<file path="src/rtl/rf_wb_queue.sv">
// Writeback queue feeding the register file write port, with optional
// read-port forwarding of pending entries (enabled by RF_WB_QUEUE_FWD_EN).
module rf_wb_queue #(
  parameter int N          = 5,
  parameter int DEPTH_LOG2 = 2
) (
  input  logic                  clk,
  input  logic                  rst_n,
  input  logic                  in_valid,
  output logic                  in_ready,
  input  logic [N-1:0]          in_addr,
  input  logic [31:0]           in_data,
  input  logic                  hold,
  output logic                  we3,
  output logic [N-1:0]          wa3,
  output logic [31:0]           wd3,
  input  logic [N-1:0]          ra1,
  input  logic [N-1:0]          ra2,
  output logic                  fwd1_hit,
  output logic                  fwd2_hit,
  output logic [31:0]           fwd1_data,
  output logic [31:0]           fwd2_data,
  output logic [DEPTH_LOG2:0]   count,
  output logic                  empty,
  output logic                  full
);

  localparam int                DEPTH     = 1 << DEPTH_LOG2;
  localparam logic [DEPTH_LOG2:0] DEPTH_CNT = (DEPTH_LOG2 + 1)'(DEPTH);

  logic [DEPTH_LOG2-1:0] rd_ptr_q, rd_ptr_d;
  logic [DEPTH_LOG2-1:0] wr_ptr_q, wr_ptr_d;
  logic [DEPTH_LOG2:0]   count_q, count_d;
  logic [N-1:0]          addr_mem [DEPTH];
  logic [31:0]           data_mem [DEPTH];
  logic                  push;
  logic                  pop;

  assign empty    = (count_q == '0);
  assign full     = (count_q == DEPTH_CNT);
  assign in_ready = !full;
  assign count    = count_q;
  assign we3      = !empty && !hold;
  assign wa3      = addr_mem[rd_ptr_q];
  assign wd3      = data_mem[rd_ptr_q];

  // Register 0 requests complete the handshake but are dropped here.
  assign push = in_valid && in_ready && (in_addr != '0);
  assign pop  = we3;

  always_comb begin
    // NOTE: every output of a combinational block gets a default first so no latch is inferred.
    rd_ptr_d = rd_ptr_q;
    wr_ptr_d = wr_ptr_q;
    count_d  = count_q;
    if (push) wr_ptr_d = wr_ptr_q + DEPTH_LOG2'(1);
    if (pop)  rd_ptr_d = rd_ptr_q + DEPTH_LOG2'(1);
    case ({push, pop})
      2'b10:   count_d = count_q + (DEPTH_LOG2 + 1)'(1);
      2'b01:   count_d = count_q - (DEPTH_LOG2 + 1)'(1);
      default: count_d = count_q;
    endcase
  end

  // NOTE: state registers use non-blocking assignments so all flops update from pre-edge values.
  always_ff @(posedge clk or negedge rst_n) begin
    if (!rst_n) begin
      rd_ptr_q <= '0;
      wr_ptr_q <= '0;
      count_q  <= '0;
    end else begin
      rd_ptr_q <= rd_ptr_d;
      wr_ptr_q <= wr_ptr_d;
      count_q  <= count_d;
    end
  end

  // NOTE: entry storage is deliberately not reset; validity comes from the pointers and count.
  always_ff @(posedge clk) begin
    if (push) begin
      addr_mem[wr_ptr_q] <= in_addr;
      data_mem[wr_ptr_q] <= in_data;
    end
  end

`ifdef RF_WB_QUEUE_FWD_EN
  // Walk oldest to newest so the youngest matching entry overwrites earlier hits.
  always_comb begin
    fwd1_hit  = 1'b0;
    fwd2_hit  = 1'b0;
    fwd1_data = '0;
    fwd2_data = '0;
    for (int i = 0; i < DEPTH; i++) begin
      if ((DEPTH_LOG2 + 1)'(i) < count_q) begin
        if (ra1 != '0 && addr_mem[rd_ptr_q + DEPTH_LOG2'(i)] == ra1) begin
          fwd1_hit  = 1'b1;
          fwd1_data = data_mem[rd_ptr_q + DEPTH_LOG2'(i)];
        end
        if (ra2 != '0 && addr_mem[rd_ptr_q + DEPTH_LOG2'(i)] == ra2) begin
          fwd2_hit  = 1'b1;
          fwd2_data = data_mem[rd_ptr_q + DEPTH_LOG2'(i)];
        end
      end
    end
  end
`else
  logic unused_ra;
  assign unused_ra = ^{ra1, ra2};
  assign fwd1_hit  = 1'b0;
  assign fwd2_hit  = 1'b0;
  assign fwd1_data = '0;
  assign fwd2_data = '0;
`endif

endmodule

</file>
<file path="config.mk">
export PLATFORM = sky130hd
export DESIGN_NAME = rf_wb_queue
export DESIGN_NICKNAME = d
export VERILOG_FILES = /design/src/rtl/rf_wb_queue.sv
export SDC_FILE = /design/constraint.sdc
export NUM_CORES = 1
export LEC_CHECK = 0
export ABC_AREA = 1
export CORE_MARGIN = 5
export CORE_UTILIZATION = 40
export DETAILED_ROUTE_END_ITERATION = 10
export PLACE_DENSITY = 0.67
export SYNTH_ARGS = -nofsm -noshare
export SYNTH_HDL_FRONTEND = slang
export SYNTH_SLANG_ARGS = --single-unit
</file>
<file path="constraint.sdc">
create_clock -name clk -period 7.55 [get_ports clk]
set_input_delay 0.755 -clock clk [delete_from_list [all_inputs] [get_ports clk]]
set_output_delay 0.755 -clock clk [all_outputs]
set_load 0.005 [all_outputs]
</file>
==> results.sh, run 1 <==
export IMPL_status="finished, final reports clean"
export IMPL_grt_pass1_wl_um=19600
export IMPL_cellPowerDensity_nw_per_um2=394
export IMPL_maxCapViolCount=0
export IMPL_dieArea_um2=18800
export IMPL_critPathKind="register to primary output"
export IMPL_start_util=0.407
export IMPL_io_pins=161
export IMPL_ys_ff_latch=155
export IMPL_synth_top_family_by_area="buffers and inverters"
export IMPL_synth_area_leader_cell="edfxtp_1"
export IMPL_skew_ns=0.00522
export IMPL_avgSynthCellArea_um2=13.3
export IMPL_insertion_delay_ns=0.42
export IMPL_ys_top_cells_by_count="edfxtp_1, nor2_1, buf_4, o21ai_0, o22ai_1"
export IMPL_p_total_mw=3.08
export IMPL_relSlewSlack=0.495
export IMPL_grt_overflow=0
export IMPL_hold_start="wr_ptr_q[1]"
export IMPL_antenna_cells=0
export IMPL_fin_setup_tns_ns=0
export IMPL_root_buffer="clkbuf_16"
export IMPL_first_pass_iters=4
export IMPL_slew_violations=0
export IMPL_clockBufferDepth=2
export IMPL_finalNonFillerCells=801
export IMPL_crit_path_end_kind="primary output"
export IMPL_drc=0
export IMPL_antenna_found_initial=0
export IMPL_synth_ff_type="edfxtp_1"
export IMPL_io_buffers=84
export IMPL_viasPerCell=4.74
export IMPL_timing_rr_end="count[2]"
export IMPL_drive_gt1_frac=0.0752
export IMPL_vias=3800
export IMPL_postPlaceCellArea_um2=7250
export IMPL_cp_arrival_ns=2.62
export IMPL_cp_required_ns=6.80
export IMPL_synth_warnings=0
export IMPL_ys_types=22
export IMPL_fin_hold_ws_ns=0.531
export IMPL_r2r_start="count[1]"
export IMPL_hold_path_endpoint="wr_ptr_q[1]"
export IMPL_worst_pin_slew_ns=0.757
export IMPL_core_um2=15800
export IMPL_synth_edff_count=148
export IMPL_synthMuxAreaShare=0
export IMPL_r2r_slack_ns=5.27
export IMPL_synthCells=486
export IMPL_ys_seq_area_frac=0.717
export IMPL_path_max_fanout=20
export IMPL_finalNetCount=629
export IMPL_grt_pass1_vias=3728
export IMPL_fin_area_um2=7830
export IMPL_synth_top_cell_area_share=0.689
export IMPL_area_growth_pct=21.4
export IMPL_fin_crit_sh=0.447
export IMPL_dp_hpwl_um=7410
export IMPL_r2r_cells=9
export IMPL_finalWorstSetupSlack_ns=4.17
export IMPL_hold_class="register to register"
export IMPL_dieHeight_um=137
export IMPL_pre_cts_slack_ns=4.44
export IMPL_fp_dieW_um=137
export IMPL_grt_max_degree=76
export IMPL_synth_area_um2=6450
export IMPL_clk_pin_slew_ns=0.06
export IMPL_period_minus_slack_ns=3.38
export IMPL_yosysMostFrequentCell="edfxtp_1"
export IMPL_p_leak_nw=2.77
export IMPL_dr_first_iter_drc_count=256
export IMPL_hold_viol=0
export IMPL_synth_area_leaders="edfxtp_1, buf_4, o21ai_0"
export IMPL_rsz0062_at_grt="false"
export IMPL_synth_xor_area_frac=0.00408
export IMPL_startpoint_type="register"
export IMPL_clock_sinks=155
export IMPL_ir_drop_v=0.000177
export IMPL_routed_wl_um=12800
export IMPL_post_cts_repair_setup_buffers=0
export IMPL_placementRows=46
export IMPL_synth_simple_area_share=0.0588
export IMPL_async_flop_share=0.0452
export IMPL_gp_congestion=0.678
export IMPL_hold_depth=2
export IMPL_cts_resized=0
export IMPL_synth_compound_area_frac=0.0957
export IMPL_cts_max_level=4
export IMPL_placedCellCount=769
export IMPL_fillers=1392
export IMPL_ant_nets=0
export IMPL_utilization=0.495
export IMPL_setup_viol=0
export IMPL_max_clock_freq_mhz=296
export IMPL_synth_adder_area_share=0.0128
export IMPL_cts_tree="built"
export IMPL_numCtsBuffers=17
export IMPL_grt_usage=0.141
export IMPL_ctsHoldBuffers=0
export IMPL_wl_per_cell_um=16.0
routing by layer:
metal  wire [um]  global-route usage  vias to the layer above
met5           0                   0                        -
met4         163              0.0443                        0
met3         946              0.0507                       16
met2        6230               0.227                      137
met1        5480               0.178                     1867
li1            -                   -                     1780
layout by cell type, fill, tap and decap left out:
cell and count:
edfxtp_1 148, clkdlybuf4s50_1 84, nor2_1 78, o21ai_0 67, conb_1 66, o22ai_1 37
inv_1 18, clkbuf_16 17, nand2_1 11, o21ai_1 9, buf_4 8, clkinv_2 6
dfrtp_1 6, ha_1 5, nor2_4 4, clkinvlp_4 4, nand3_1 3, bufinv_16 3
nand3b_1 2, xor2_1 2, inv_2 1, a21oi_1 1, xnor2_1 1, fa_1 1
clkinv_1 1, clkbuf_1 1, dfrtp_2 1
kinds of logic after synthesis:
family,Yosys count
compound gates,114
xor+xnor,3
fa+ha+maj,6
buf+inv,109
flops,155
other cells,1
simple gates,98
flip-flops by register name (all words and copies together), names as in the netlist:
register  cells
addr_mem     20
rd_ptr_q      2
count         3
wr_ptr_q      2
data_mem    128
cell type report:
type | count | area (um^2) | share of cell area
clock buffer | 18 | 429 | 0.0548
clock inverter | 14 | 154 | 0.0197
inverter | 19 | 71.3 | 0.00911
multi-input combinational | 287 | 1380 | 0.177
sequential | 155 | 4620 | 0.590
tap | 216 | 270 | 0.0345
timing repair buffer | 92 | 901 | 0.115
power by group:
group          internal, mW  switching [mW]  leakage [nW]
sequential             1.13          0.0449          1.44
combinational         0.479           0.603          1.05
clock                 0.513           0.314         0.279
how the worst max path moves through the flow:
stage,startpoint,endpoint,depth (start not counted)
6_report,rd_ptr_q[1],wd3[27],5
5_1_grt,rd_ptr_q[1],wd3[27],5
4_1_cts,rd_ptr_q[1],wd3[27],5
3_5_place_dp,in_addr[3],count[2],10
3_3_place_gp,in_addr[3],count[2],10
2_1_floorplan,in_valid,addr_mem[0][0],4
critical path: stages (launching register included):
cell,delay (ns)
dfrtp_1,0.37
inv_1,0.51
buf_4,0.38
o21ai_0,0.15
o22ai_1,0.23
clkdlybuf4s50_1,0.56
Note: power is estimated with default switching activity, not from simulation.
==> inputs of run 2 (changes only) <==
Clock period 7.55 ns to 3.4 ns, I/O delays scaled along.
==> run 2 against run 1 <==
Routed wire length is 3.7% higher. Clock-buffer cell count rose by 5. Critical path type unchanged. Highest routed layer unchanged. Register-to-register slack got worse by 4.2 ns. Critical endpoint is now wd3[30]. Largest cell class unchanged. Non-clock buffer count increased by 5.
==> results.sh, run 2 (same netlist as run 1, synthesis figures left out) <==
export IMPL_status="finished, final reports clean"
export IMPL_fin_setup_tns_ns=0
export IMPL_ant_nets=0
export IMPL_layout_common_cells="edfxtp_1, clkdlybuf4s50_1, nor2_1"
export IMPL_largest_reg_flops=128
export IMPL_finalNetCount=634
export IMPL_max_clock_freq_mhz=357
export IMPL_hold_viol=0
export IMPL_p_leak_nw=2.81
export IMPL_clock_sinks=155
export IMPL_cts_tree="built"
export IMPL_cp_arrival_ns=2.46
export IMPL_final_common_cell="edfxtp_1"
export IMPL_utilization=0.498
export IMPL_gp_congestion=0.743
export IMPL_clk_pin_slew_ns=0.06
export IMPL_io_buffers=84
export IMPL_dr_first_iter_drc_count=224
export IMPL_routed_wl_um=13300
export IMPL_post_cts_repair_setup_buffers=0
export IMPL_cellPowerDensity_nw_per_um2=879
export IMPL_postPlaceCellArea_um2=7310
export IMPL_ir_drop_v=0.000430
export IMPL_drc=0
export IMPL_worst_pin_slew_ns=0.734
export IMPL_regMostFlops="data_mem"
export IMPL_cts_max_level=4
export IMPL_io_pins=161
export IMPL_fin_crit_sh=0.824
export IMPL_path_max_fanout=75
export IMPL_hold_class="primary input to async pin"
export IMPL_grt_overflow=0
export IMPL_first_pass_iters=4
export IMPL_drive_gt1_frac=0.0780
export IMPL_maxCapViolCount=0
export IMPL_insertion_delay_ns=0.41
export IMPL_relSlewSlack=0.511
export IMPL_period_minus_slack_ns=2.80
export IMPL_slew_violations=0
export IMPL_rsz0062_at_grt="false"
export IMPL_antenna_cells=0
export IMPL_critPathKind="register to primary output"
export IMPL_start_util=0.407
export IMPL_viasPerCell=4.70
export IMPL_startpoint_type="register"
export IMPL_grt_max_degree=76
export IMPL_root_buffer="clkbuf_16"
export IMPL_antenna_found_initial=0
export IMPL_dieArea_um2=18800
export IMPL_fp_dieW_um=137
export IMPL_cp_required_ns=3.06
export IMPL_ctsHoldBuffers=0
export IMPL_grt_pass1_wl_um=20200
export IMPL_vias=3787
export IMPL_numCtsBuffers=17
export IMPL_clockBufferDepth=2
export IMPL_grt_pass1_vias=3832
export IMPL_dieHeight_um=137
export IMPL_cts_resized=0
export IMPL_core_um2=15800
export IMPL_skew_ns=0.00788
export IMPL_dp_hpwl_um=8270
export IMPL_area_growth_pct=22.4
export IMPL_setup_viol=0
export IMPL_crit_path_end_kind="primary output"
export IMPL_placementRows=46
export IMPL_wl_per_cell_um=16.5
export IMPL_grt_usage=0.146
export IMPL_fin_area_um2=7890
run 2: cell count changes in the layout (fill, tap and decap cells not counted), sizes merged:
| cell | delta |
|---|---|
| buf | +5 |
| clkinvlp | -3 |
| clkbuf | +5 |
| clkinv | -2 |
run 2: per-layer routing:
layer | GRT usage | part of all wire
met1 | 0.178 | 0.42
met2 | 0.242 | 0.49
met3 | 0.0507 | 0.081
met4 | 0.0471 | 0.014
met5 | 0 | 0
run 2: final cells by class:
| cell class | instances | area, um^2 |
|---|---|---|
| fill | 1322 | 7940 |
| sequential | 155 | 4620 |
| multi-input combinational | 287 | 1380 |
| timing repair buffer | 97 | 963 |
| clock buffer | 23 | 458 |
| tap | 216 | 270 |
| clock inverter | 9 | 123 |
| inverter | 19 | 71.3 |
run 2: report_power, final:
part / internal, mW / leakage (nW) / switching, mW
clock network: 1.17 / 0.285 / 0.683
registers: 2.51 / 1.44 / 0.113
logic: 1.11 / 1.08 / 1.35
total: 4.79 / 2.81 / 2.15
run 2: stage by stage:
stage          std cells  power, mW  hold WS [ns]  worst slack [ns]
2_1_floorplan        551       3.95        0.0444             0.553
3_3_place_gp         774       5.10         0.507             0.775
3_5_place_dp         774       5.18         0.520             0.690
4_1_cts              806       7.05         0.184             0.575
5_1_grt              806       7.37         0.199             0.432
6_report             806       6.94         0.195             0.599
run 2: path summary, 6_finish.rpt:
kind / start / to / slack, ns / cells past startpoint
worst max-delay path: rd_ptr_q[0] / wd3[30] / 0.60 / 4
worst min-delay path: rst_n / count[2] / 0.19 / 1
worst max register to register: count[0] / count[2] / 1.08 / 9
worst min register to register: count[0] / count[0] / 0.53 / 1
max in group asynchronous: rst_n / rd_ptr_q[0] / 2.93 / 1
min in group clk: count[0] / count[0] / 0.53 / 1
run 2: critical path, stage by stage (launching register included):
cell             delay (ns)
dfrtp_2                0.36
buf_4                  0.59
o21ai_1                0.15
o22ai_1                0.35
clkdlybuf4s50_1        0.59
==> inputs of run 3 (changes only) <==
Clock period 3.4 ns to 2.9 ns, I/O delays scaled along.
==> run 3 against run 2 <==
Clock skew decreased by 0.00089 ns. Worst hold slack got worse by 0.050 ns. Sequential power increased by 18%.
==> results.sh, run 3 (same netlist as run 1, synthesis figures left out) <==
export IMPL_status="finished, final reports clean"
export IMPL_hold_viol=0
export IMPL_p_leak_nw=2.78
export IMPL_finalNetCount=633
export IMPL_first_pass_iters=4
export IMPL_rsz0062_at_grt="false"
export IMPL_core_um2=15800
export IMPL_final_common_cell="edfxtp_1"
export IMPL_numCtsBuffers=17
export IMPL_startpoint_type="register"
export IMPL_max_clock_freq_mhz=381
export IMPL_clk_pin_slew_ns=0.06
export IMPL_grt_pass1_vias=3873
export IMPL_largest_reg_flops=128
export IMPL_p_clk_frac=0.249
export IMPL_fin_crit_sh=0.905
export IMPL_multiInputGateArea_um2=1380
export IMPL_fp_dieW_um=137
export IMPL_drc=0
export IMPL_hold_class="primary input to async pin"
export IMPL_root_buffer="clkbuf_16"
export IMPL_worst_path_buf_inv=2
export IMPL_path_max_fanout=36
export IMPL_seq_area_um2=4620
export IMPL_dieHeight_um=137
export IMPL_io_pins=161
export IMPL_pre_cts_slack_ns=0.628
export IMPL_critPathTopFamily="buffers and inverters"
export IMPL_grt_max_degree=43
export IMPL_post_cts_repair_setup_buffers=0
export IMPL_skew_ns=0.00699
export IMPL_cpMaxStageDelayCell="dfrtp_2"
export IMPL_grt_overflow=0
export IMPL_cellPowerDensity_nw_per_um2=1010
export IMPL_grt_pass1_wl_um=19900
export IMPL_cts_tree="built"
export IMPL_cts_resized=0
export IMPL_fillers=1356
export IMPL_insertion_delay_ns=0.41
export IMPL_dr_first_iter_drc_count=202
export IMPL_dieArea_um2=18800
export IMPL_wl_per_cell_um=16.0
export IMPL_ctsHoldBuffers=0
export IMPL_p_total_mw=7.94
export IMPL_postPlaceCellArea_um2=7330
export IMPL_ant_nets=0
export IMPL_critPathKind="register to primary output"
export IMPL_viasPerCell=4.75
export IMPL_slowest_delay_ns=0.57
export IMPL_clockBufferDepth=2
export IMPL_maxCapViolCount=0
export IMPL_area_growth_pct=21.9
export IMPL_start_util=0.407
export IMPL_p_comb_frac=0.362
export IMPL_crit_path_end_kind="primary output"
export IMPL_period_minus_slack_ns=2.62
export IMPL_vias=3825
export IMPL_routed_wl_um=12900
export IMPL_layout_common_cells="edfxtp_1, clkdlybuf4s50_1, nor2_1"
export IMPL_finalWorstSetupSlack_ns=0.277
export IMPL_fin_area_um2=7860
export IMPL_setup_viol=0
export IMPL_p_sw_frac=0.309
export IMPL_internal_power_mw=5.48
export IMPL_placementRows=46
export IMPL_clock_sinks=155
export IMPL_switchingPower_mw=2.46
export IMPL_path_cells="buf_4 > o21ai_0 > o22ai_1 > clkdlybuf4s50_1"
export IMPL_cp_required_ns=2.61
export IMPL_cts_max_level=4
export IMPL_ir_drop_v=0.000447
export IMPL_grt_usage=0.141
export IMPL_seq_power_share=0.389
export IMPL_antenna_found_initial=0
export IMPL_cp_arrival_ns=2.33
export IMPL_drive_gt1_frac=0.0696
export IMPL_antenna_cells=0
export IMPL_regMostFlops="data_mem"
export IMPL_io_buffers=84
export IMPL_gp_congestion=0.693
export IMPL_dp_hpwl_um=7730
export IMPL_slew_violations=0
export IMPL_fin_setup_tns_ns=0
## run 3: cell types whose count changed in the layout (fill, tap and decap cells not counted), sizes merged
| cell | previous run | this run |
|---|---|---|
| clkbuf | 23 | 28 |
| bufinv | 3 | 1 |
| clkinv | 5 | 3 |
| buf | 13 | 12 |
| clkinvlp | 1 | 0 |
## run 3: final timing paths
check	start	slack, ns	cells after the start	end
setup / recovery	rd_ptr_q[0]	0.28	4	wd3[11]
setup reg to reg	count[0]	0.94	9	count[2]
min in group clk	in_data[23]	0.51	1	data_mem[1][23]
hold / removal	rst_n	0.14	1	count[2]
hold reg to reg	count[0]	0.54	1	count[0]
max in group asynchronous	rst_n	2.48	1	rd_ptr_q[0]
## run 3: cell type report
class,instances,area share
Multi-Input combinational cell,287,0.176
Tap cell,216,0.0344
Sequential cell,155,0.588
Timing Repair Buffer,96,0.125
Inverter,19,0.00908
Clock inverter,4,0.00573
Clock buffer,28,0.0619
## run 3: power by group through the flow
stage               sequential [mW]  clock (mW)  combinational, mW
floorplan                      3.10           0               1.53
global placement               3.12           0               2.85
detailed placement             3.14           0               2.93
CTS                            3.09        2.02               2.95
global route                   3.13        2.12               3.19
finish                         3.09        1.97               2.88
## run 3: worst register-to-register path, stage by stage, from the launching register on
cell      delay [ns]
dfrtp_1         0.42
nor2_1          0.19
a21oi_1         0.15
nand2_1         0.12
ha_1            0.18
inv_1           0.07
fa_1            0.39
nand2_1         0.08
nand3b_1        0.09
xor2_1          0.15
## run 3: per-stage QoR
step           hold slack [ns]  std cells  utilization
6_report                 0.145        805        0.496
4_1_cts                  0.132        805        0.496
5_1_grt                  0.162        805        0.496
3_3_place_gp             0.513        773        0.463
3_5_place_dp             0.522        773        0.463
2_1_floorplan         -0.00559        551            -
## run 3: routing by layer
metal	GRT usage	share of wire	vias to the layer above
met4	0.0477	0.011	0
met3	0.0463	0.081	17
li1	-	-	1787
met5	0	0	-
met2	0.241	0.50	162
met1	0.169	0.41	1859
